$ cat src/rtl/univ_shift_reg_if.sv
// Bus bundle for univ_shift_reg: control/data inputs and register/serial outputs.
// The master side drives control and data; the slave side (the register) drives q and taps.
interface univ_shift_reg_if #(
    parameter int unsigned WIDTH = 8
);
    logic             en;
    logic [2:0]       mode;
    logic [WIDTH-1:0] d;
    logic             sin_r;
    logic             sin_l;
    logic [WIDTH-1:0] q;
    logic [WIDTH-1:0] qb;
    logic             sout_l;
    logic             sout_r;

    modport master (
        output en, mode, d, sin_r, sin_l,
        input  q, qb, sout_l, sout_r
    );

    modport slave (
        input  en, mode, d, sin_r, sin_l,
        output q, qb, sout_l, sout_r
    );
endinterface

$ cat src/rtl/univ_shift_reg.sv
// Universal WIDTH-bit register: hold, load, logical shift, rotate, arithmetic shift right, clear.
// q is the only state; qb and the serial taps are combinational views of it.
module univ_shift_reg #(
    parameter int unsigned       WIDTH       = 8,
    parameter logic [WIDTH-1:0]  RESET_VALUE = '0
) (
    input  logic            clk,
    input  logic            rst_n,
    univ_shift_reg_if.slave bus
);

    typedef enum logic [2:0] {
        MODE_HOLD = 3'b000,
        MODE_LOAD = 3'b001,
        MODE_SHL  = 3'b010,
        MODE_SHR  = 3'b011,
        MODE_ROL  = 3'b100,
        MODE_ROR  = 3'b101,
        MODE_ASR  = 3'b110,
        MODE_CLR  = 3'b111
    } mode_e;

    if (WIDTH < 1) begin : g_bad_width
        $error("univ_shift_reg: WIDTH must be >= 1");
    end

    logic [WIDTH-1:0] q_q;
    logic [WIDTH-1:0] q_d;
    logic [WIDTH-1:0] shl_v;
    logic [WIDTH-1:0] shr_v;
    logic [WIDTH-1:0] rol_v;
    logic [WIDTH-1:0] ror_v;
    logic [WIDTH-1:0] asr_v;

    // A single-bit register has nothing to rotate or sign-extend, so those modes hold.
    if (WIDTH == 1) begin : g_w1
        assign shl_v = bus.sin_r;
        assign shr_v = bus.sin_l;
        assign rol_v = q_q;
        assign ror_v = q_q;
        assign asr_v = q_q;
    end else begin : g_wn
        assign shl_v = {q_q[WIDTH-2:0], bus.sin_r};
        assign shr_v = {bus.sin_l, q_q[WIDTH-1:1]};
        assign rol_v = {q_q[WIDTH-2:0], q_q[WIDTH-1]};
        assign ror_v = {q_q[0], q_q[WIDTH-1:1]};
        assign asr_v = {q_q[WIDTH-1], q_q[WIDTH-1:1]};
    end

    // Next-state select; an unknown mode propagates X so the fault is visible on q.
    always_comb begin
        q_d = q_q;
        if (bus.en) begin
            case (bus.mode)
                MODE_HOLD: q_d = q_q;
                MODE_LOAD: q_d = bus.d;
                MODE_SHL:  q_d = shl_v;
                MODE_SHR:  q_d = shr_v;
                MODE_ROL:  q_d = rol_v;
                MODE_ROR:  q_d = ror_v;
                MODE_ASR:  q_d = asr_v;
                MODE_CLR:  q_d = '0;
                default:   q_d = 'x;
            endcase
        end
    end

    always_ff @(posedge clk or negedge rst_n) begin
        if (!rst_n) begin
            q_q <= RESET_VALUE;
        end else begin
            q_q <= q_d;
        end
    end

    assign bus.q      = q_q;
    assign bus.qb     = ~q_q;
    assign bus.sout_l = q_q[WIDTH-1];
    assign bus.sout_r = q_q[0];

`ifndef SYNTHESIS
    a_mode_known: assert property (@(posedge clk) disable iff (!rst_n)
        bus.en |-> !$isunknown(bus.mode));
`endif

endmodule

$ cat src/flat_wrapper.sv
// flat-port wrapper written by rule: the top's interface ports become plain ports
module univ_shift_reg_flat 
#(
    parameter int unsigned       WIDTH       = 8,
    parameter logic [WIDTH-1:0]  RESET_VALUE = '0
)
  (clk, rst_n, bus_en, bus_mode, bus_d, bus_sin_r, bus_sin_l, bus_q, bus_qb, bus_sout_l, bus_sout_r);
  univ_shift_reg_if #(.WIDTH(WIDTH)) bus_i ();
  input  logic clk;
  input  logic rst_n;
  input wire logic [$bits(bus_i.en)-1:0] bus_en;
  input wire logic [$bits(bus_i.mode)-1:0] bus_mode;
  input wire logic [$bits(bus_i.d)-1:0] bus_d;
  input wire logic [$bits(bus_i.sin_r)-1:0] bus_sin_r;
  input wire logic [$bits(bus_i.sin_l)-1:0] bus_sin_l;
  output wire logic [$bits(bus_i.q)-1:0] bus_q;
  output wire logic [$bits(bus_i.qb)-1:0] bus_qb;
  output wire logic [$bits(bus_i.sout_l)-1:0] bus_sout_l;
  output wire logic [$bits(bus_i.sout_r)-1:0] bus_sout_r;
  assign bus_i.en = bus_en;
  assign bus_i.mode = bus_mode;
  assign bus_i.d = bus_d;
  assign bus_i.sin_r = bus_sin_r;
  assign bus_i.sin_l = bus_sin_l;
  assign bus_q = bus_i.q;
  assign bus_qb = bus_i.qb;
  assign bus_sout_l = bus_i.sout_l;
  assign bus_sout_r = bus_i.sout_r;
  univ_shift_reg #(.WIDTH(WIDTH), .RESET_VALUE(RESET_VALUE)) u_core (.clk(clk), .rst_n(rst_n), .bus(bus_i));
endmodule
$ cat config.mk
export PLATFORM = sky130hd
export DESIGN_NAME = univ_shift_reg_flat
export DESIGN_NICKNAME = d
export VERILOG_FILES = /design/src/rtl/univ_shift_reg_if.sv /design/src/rtl/univ_shift_reg.sv /design/src/flat_wrapper.sv
export SDC_FILE = /design/constraint.sdc
export NUM_CORES = 1
export LEC_CHECK = 0
export ABC_AREA = 1
export CAP_MARGIN = 20
export CORE_UTILIZATION = 38
export DETAILED_ROUTE_END_ITERATION = 10
export PLACE_DENSITY_LB_ADDON = 0.08
export SYNTH_ARGS = -nofsm -noshare
export SYNTH_HDL_FRONTEND = slang
export SYNTH_SLANG_ARGS = --single-unit
$ cat constraint.sdc
create_clock -name clk -period 1.15 [get_ports clk]
set_input_delay 0.115 -clock clk [delete_from_list [all_inputs] [get_ports clk]]
set_output_delay 0.115 -clock clk [all_outputs]
set_load 0.1 [all_outputs]
## Word level (Yosys, flattened, before mapping)

Cells that the tools add are included.

| word-level totals | value |
|---|---|
| register bits after elaboration | 8 |
| input port bits | 16 |
| output and inout bits | 18 |
| word-level logic and storage cells | 16 |

| operators by class | value |
|---|---|
| equal/unequal tests | 7 |
| muxes and demuxes | 1 |
| bitwise operators | 3 |
| reduce and logical (&&, ||, !) cells | 3 |

Operator list:

| cell | number |
|---|---|
| $pmux W8 S7 | 1 |
| $eq A3 B3 Y1 const B | 4 |
| $not A8 Y8 | 1 |
| $eq A3 B2 Y1 const B | 2 |
| $eq A3 B1 Y1 const B | 1 |
| $logic_not A3 Y1 | 1 |
| $reduce_and A3 Y1 | 1 |
| $not A1 Y1 | 2 |
| $reduce_and A2 Y1 | 1 |

## Logic depth before layout (Yosys ltp)

| logic depth | value |
|---|---|
| depth in word-level cells | 3 |
| depth in mapped cells | 8 |
| mapped depth without buffers | 8 |

## Least setup slack after synthesis

Ideal clock, no wire load.

| timing path | value |
|---|---|
| path kind | register -> register |
| start point | register u_core.q_q[6] (netlist: u_core.bus.q[6]) |
| end point | register u_core.q_q[7] (netlist: u_core.bus.q[7]) |
| library setup time | 0.068 ns |
| data arrival time | 2.010 ns |
| data required time | 1.082 ns |
| setup slack | -0.927 ns |
| stages on the path, launching flop included | 5 |
| buffers on the path | 0 |
| clock period less this slack | 2.077 ns |
| path through | dfrtp_1 -> inv_1 -> a21oi_1 -> o21ai_1 -> nand2_1 |

| on the way | value |
|---|---|
| cells in the longest elaborated chain, start to end | 1 |

RTL lines:

| item | RTL line | text |
|---|---|---|
| start: declaration | univ_shift_reg.sv:27 | `logic [WIDTH-1:0] q_q;` |
| start signal: assignment | univ_shift_reg.sv:72 | `q_q <= q_d;` |
| $pmux W8 S7 | univ_shift_reg.sv:54 | `case (bus.mode)` |

No other way between the ends.
A chain may end at the register's enable or synchronous reset.

## Worst setup path after layout

| timing path | value |
|---|---|
| start point | register u_core.q_q[0] (netlist: u_core.bus.q[0]) |
| end point | output bus_sout_r |

RTL lines:

| item | RTL line | text |
|---|---|---|
| end: declaration | flat_wrapper.sv:19 | `output wire logic [$bits(bus_i.sout_r)-1:0] bus_sout_r;` |

No word-level cell between the ends.

==> flow_metrics.py <==
metrics = {
    "placed_design": {
        "dpl_worst_slack_ps": -432,
        "place_congestion": 0.889,
        "io_buffers": 33,
        "place_inst": 163,
        "dpl-instance-area_mm2": 0.00130,
        "hpwl_um": 1710,
    },
    "die": {
        "initial_core_util": 0.419,
        "dieHeight_um": 43.5,
        "coreArea_mm2": 0.00156,
        "fp-row-count": 14,
        "die_w_um": 43.5,
        "die_area_mm2": 0.00189,
        "boundaryPins": 34,
    },
    "layout": {
        "drive_above_1_share": 0.456,
        "stdcell_count": 174,
        "area_growth_pct": 120,
        "fin_nets": 176,
        "largest_reg_flops": 8,
        "fin_area_mm2": 0.00144,
        "diodes": 0,
    },
    "setup_path": {
        "startpoint_type": "flop",
        "worstPathArrival_ps": 1080,
        "rrSetupSlack_ps": -40,
        "cp_max_fo": 3,
        "crit_end": "bus_sout_r",
        "path_cells": "buf_6 -> buf_12",
        "end_kind": "output port",
        "slowest_delay_ps": 510,
        "critical_path_required_ps": 1030,
        "reg2reg_to": "u_core.bus.q[0]",
        "crit_start": "u_core.bus.q[0]",
        "reg2reg_from": "u_core.bus.q[7]",
        "reg2regPathDepth": 6,
        "crit_type": "reg -> out",
        "cp_slowest_cell": "dfrtp_4",
    },
    "routing": {
        "vias": 1025,
        "antenna_left": 0,
        "detail_route.wl_per_cell_um": 17.7,
        "wl_um": 3080,
        "drc": 6,
        "via_per_inst": 5.89,
        "drtIter0Drc": 58,
        "first_pass_iters": 7,
    },
    "sta": {
        "worst_pin_slew_ps": 404,
        "fin_crit_ps": 1200,
        "fmax_mhz": 834,
        "worst_slack_ps": -48.9,
        "hold_viol": 0,
        "skew_ps": 2.25,
        "slew_headroom": 0.730,
        "rsz0062_at_grt": "yes",
        "fin_hold_ws_ps": 139,
        "finalSetupViolCount": 11,
        "fin_crit_sh": 1.04,
        "drv_slew": 0,
    },
    "pwr": {
        "internal_power_uw": 1100,
        "p_leak_uw": 0.000697,
        "p_comb_frac": 0.707,
        "p_sw_uw": 1310,
        "p_per_area_mw_per_mm2": 1680,
        "vdd_drop_max_mv": 1.20,
        "swShare": 0.544,
        "power_frac_clock": 0.097,
        "p_seq_frac": 0.196,
    },
    "clocking": {
        "insertion_delay_ps": 270,
        "holdBufCountCts": 0,
        "tritoncts": "built",
        "cts-root-buf": "clkbuf_4",
        "clock-sinks": 8,
        "cts_buffers": 3,
        "htree_levels": 1,
        "clockBufferDepth": 2,
        "path_clk_slew_ps": 60,
    },
    "synthesis": {
        "ys_types": 16,
        "ys_warn_count": 0,
        "syn-num-nets": 122,
        "synth_xor_area_frac": 0,
        "synth.yosys.seq_area_share": 0.307,
        "synth_compound_area_frac": 0.109,
        "synthAdderAreaFrac": 0,
        "synthSimpleGateAreaFrac": 0.418,
        "synth_area_um2": 653,
        "syn_avg_cell_area_um2": 6.16,
        "syn_inst": 106,
        "synth_top_family_by_area": "simple AND/OR/NAND/NOR gates",
        "synth_mux_area_frac": 0,
        "synth_seq_cells": 8,
    },
    "global_route": {
        "gr-total-overflow": 0,
        "grt_pass1_wl_um": 4640,
        "antenna_found_initial": 0,
        "grt_pass1_vias": 1013,
        "grt_max_degree": 15,
        "top_usage_layer": "met2",
        "grtUsageMet1": 0.365,
        "met2_usage": 0.579,
        "grt_use_met3": 0.0875,
        "grt_usage": 0.343,
    },
    "run_status": {
        "failed_checks": "DRC, setup timing",
        "status": "finished, violations left",
    },
    "run": {
        "drv_cap": 0,
    },
    "worst_hold_path": {
        "hold_path_class": "in -> async",
    },
}
-- logic make-up after synthesis --
kind of cell | count (synthesis)
simple gates | 64
buf+inv | 24
compound gates | 10
flops | 8
-- final cells by class --
| type | instances | area (um^2) |
|---|---|---|
| Fill cell | 58 | 123 |
| Sequential cell | 8 | 230 |
| Clock buffer | 3 | 22.5 |
| Tap cell | 16 | 20.0 |
| Timing Repair Buffer | 53 | 672 |
| Inverter | 20 | 105 |
| Multi-Input combinational cell | 74 | 387 |
-- critical path: cells and delay by family (launching register included) --
| kind | cells | cell delay (ps) |
|---|---|---|
| buf+inv | 2 | 310 |
| flops | 1 | 510 |
-- layer usage --
layer | up-vias | routed length [um]
met5 | - | 0
met2 | 92 | 1540
met4 | 0 | 255
met3 | 30 | 272
li1 | 435 | -
met1 | 468 | 1020
-- power by group through the flow --
stage	Sequential (uW)	Clock, uW	Combinational (uW)
after floorplan	784	0	632
after detailed placement	482	0	1560
after global placement	476	0	1540
final	472	234	1700
after global routing	478	237	1750
after CTS	465	219	1650
-- how the worst min path moves through the flow --
stage	from	to	slack, ps
after global routing	rst_n	u_core.bus.q[7]	190
final	rst_n	u_core.bus.q[7]	140
after CTS	rst_n	u_core.bus.q[3]	150
after floorplan	rst_n	u_core.bus.q[0]	-180
after global placement	rst_n	u_core.bus.q[7]	430
after detailed placement	rst_n	u_core.bus.q[7]	420
-- Yosys cell counts, drive strengths merged --
library cell	instances	area share
a21oi	1	0.0077
nand4	2	0.019
o21ai	8	0.073
dfrtp	8	0.31
a21boi	1	0.029
nor2	5	0.036
nand2	43	0.25
inv	20	0.11
buf	4	0.052
nand3	14	0.11
-- metrics by stage --
stage | utilization | total power [uW] | TNS (ps)
after CTS | 0.904 | 2340 | -102
after floorplan | - | 1420 | -1200
after detailed placement | 0.836 | 2050 | -3250
after global placement | 0.836 | 2020 | -2700
final | 0.921 | 2410 | -285
after global routing | 0.921 | 2460 | -398
-- placed cells by master (no fill, tap or decap), drive strengths merged, types with 2 or more instances in the layout --
| cell | Yosys | layout |
|---|---|---|
| nand2 | 43 | 43 |
| buf | 4 | 38 |
| nand3 | 14 | 14 |
| clkdlybuf4s50 | 0 | 12 |
| inv | 20 | 12 |
| clkinvlp | 0 | 8 |
| dfrtp | 8 | 8 |
| o21ai | 8 | 8 |
| nor2 | 5 | 5 |
| clkbuf | 0 | 3 |
| dlygate4sd2 | 0 | 3 |
| nand4 | 2 | 2 |
-- timing repair --
action / 4_1_cts / 5_1_grt
hold endpoints to repair: 0 / 0
resized for setup: 10 / 6
pin swaps: 2 / 4
buffers inserted: 8 / 0
setup endpoints to repair: 17 / 17
(Power assumes the default switching activity.)
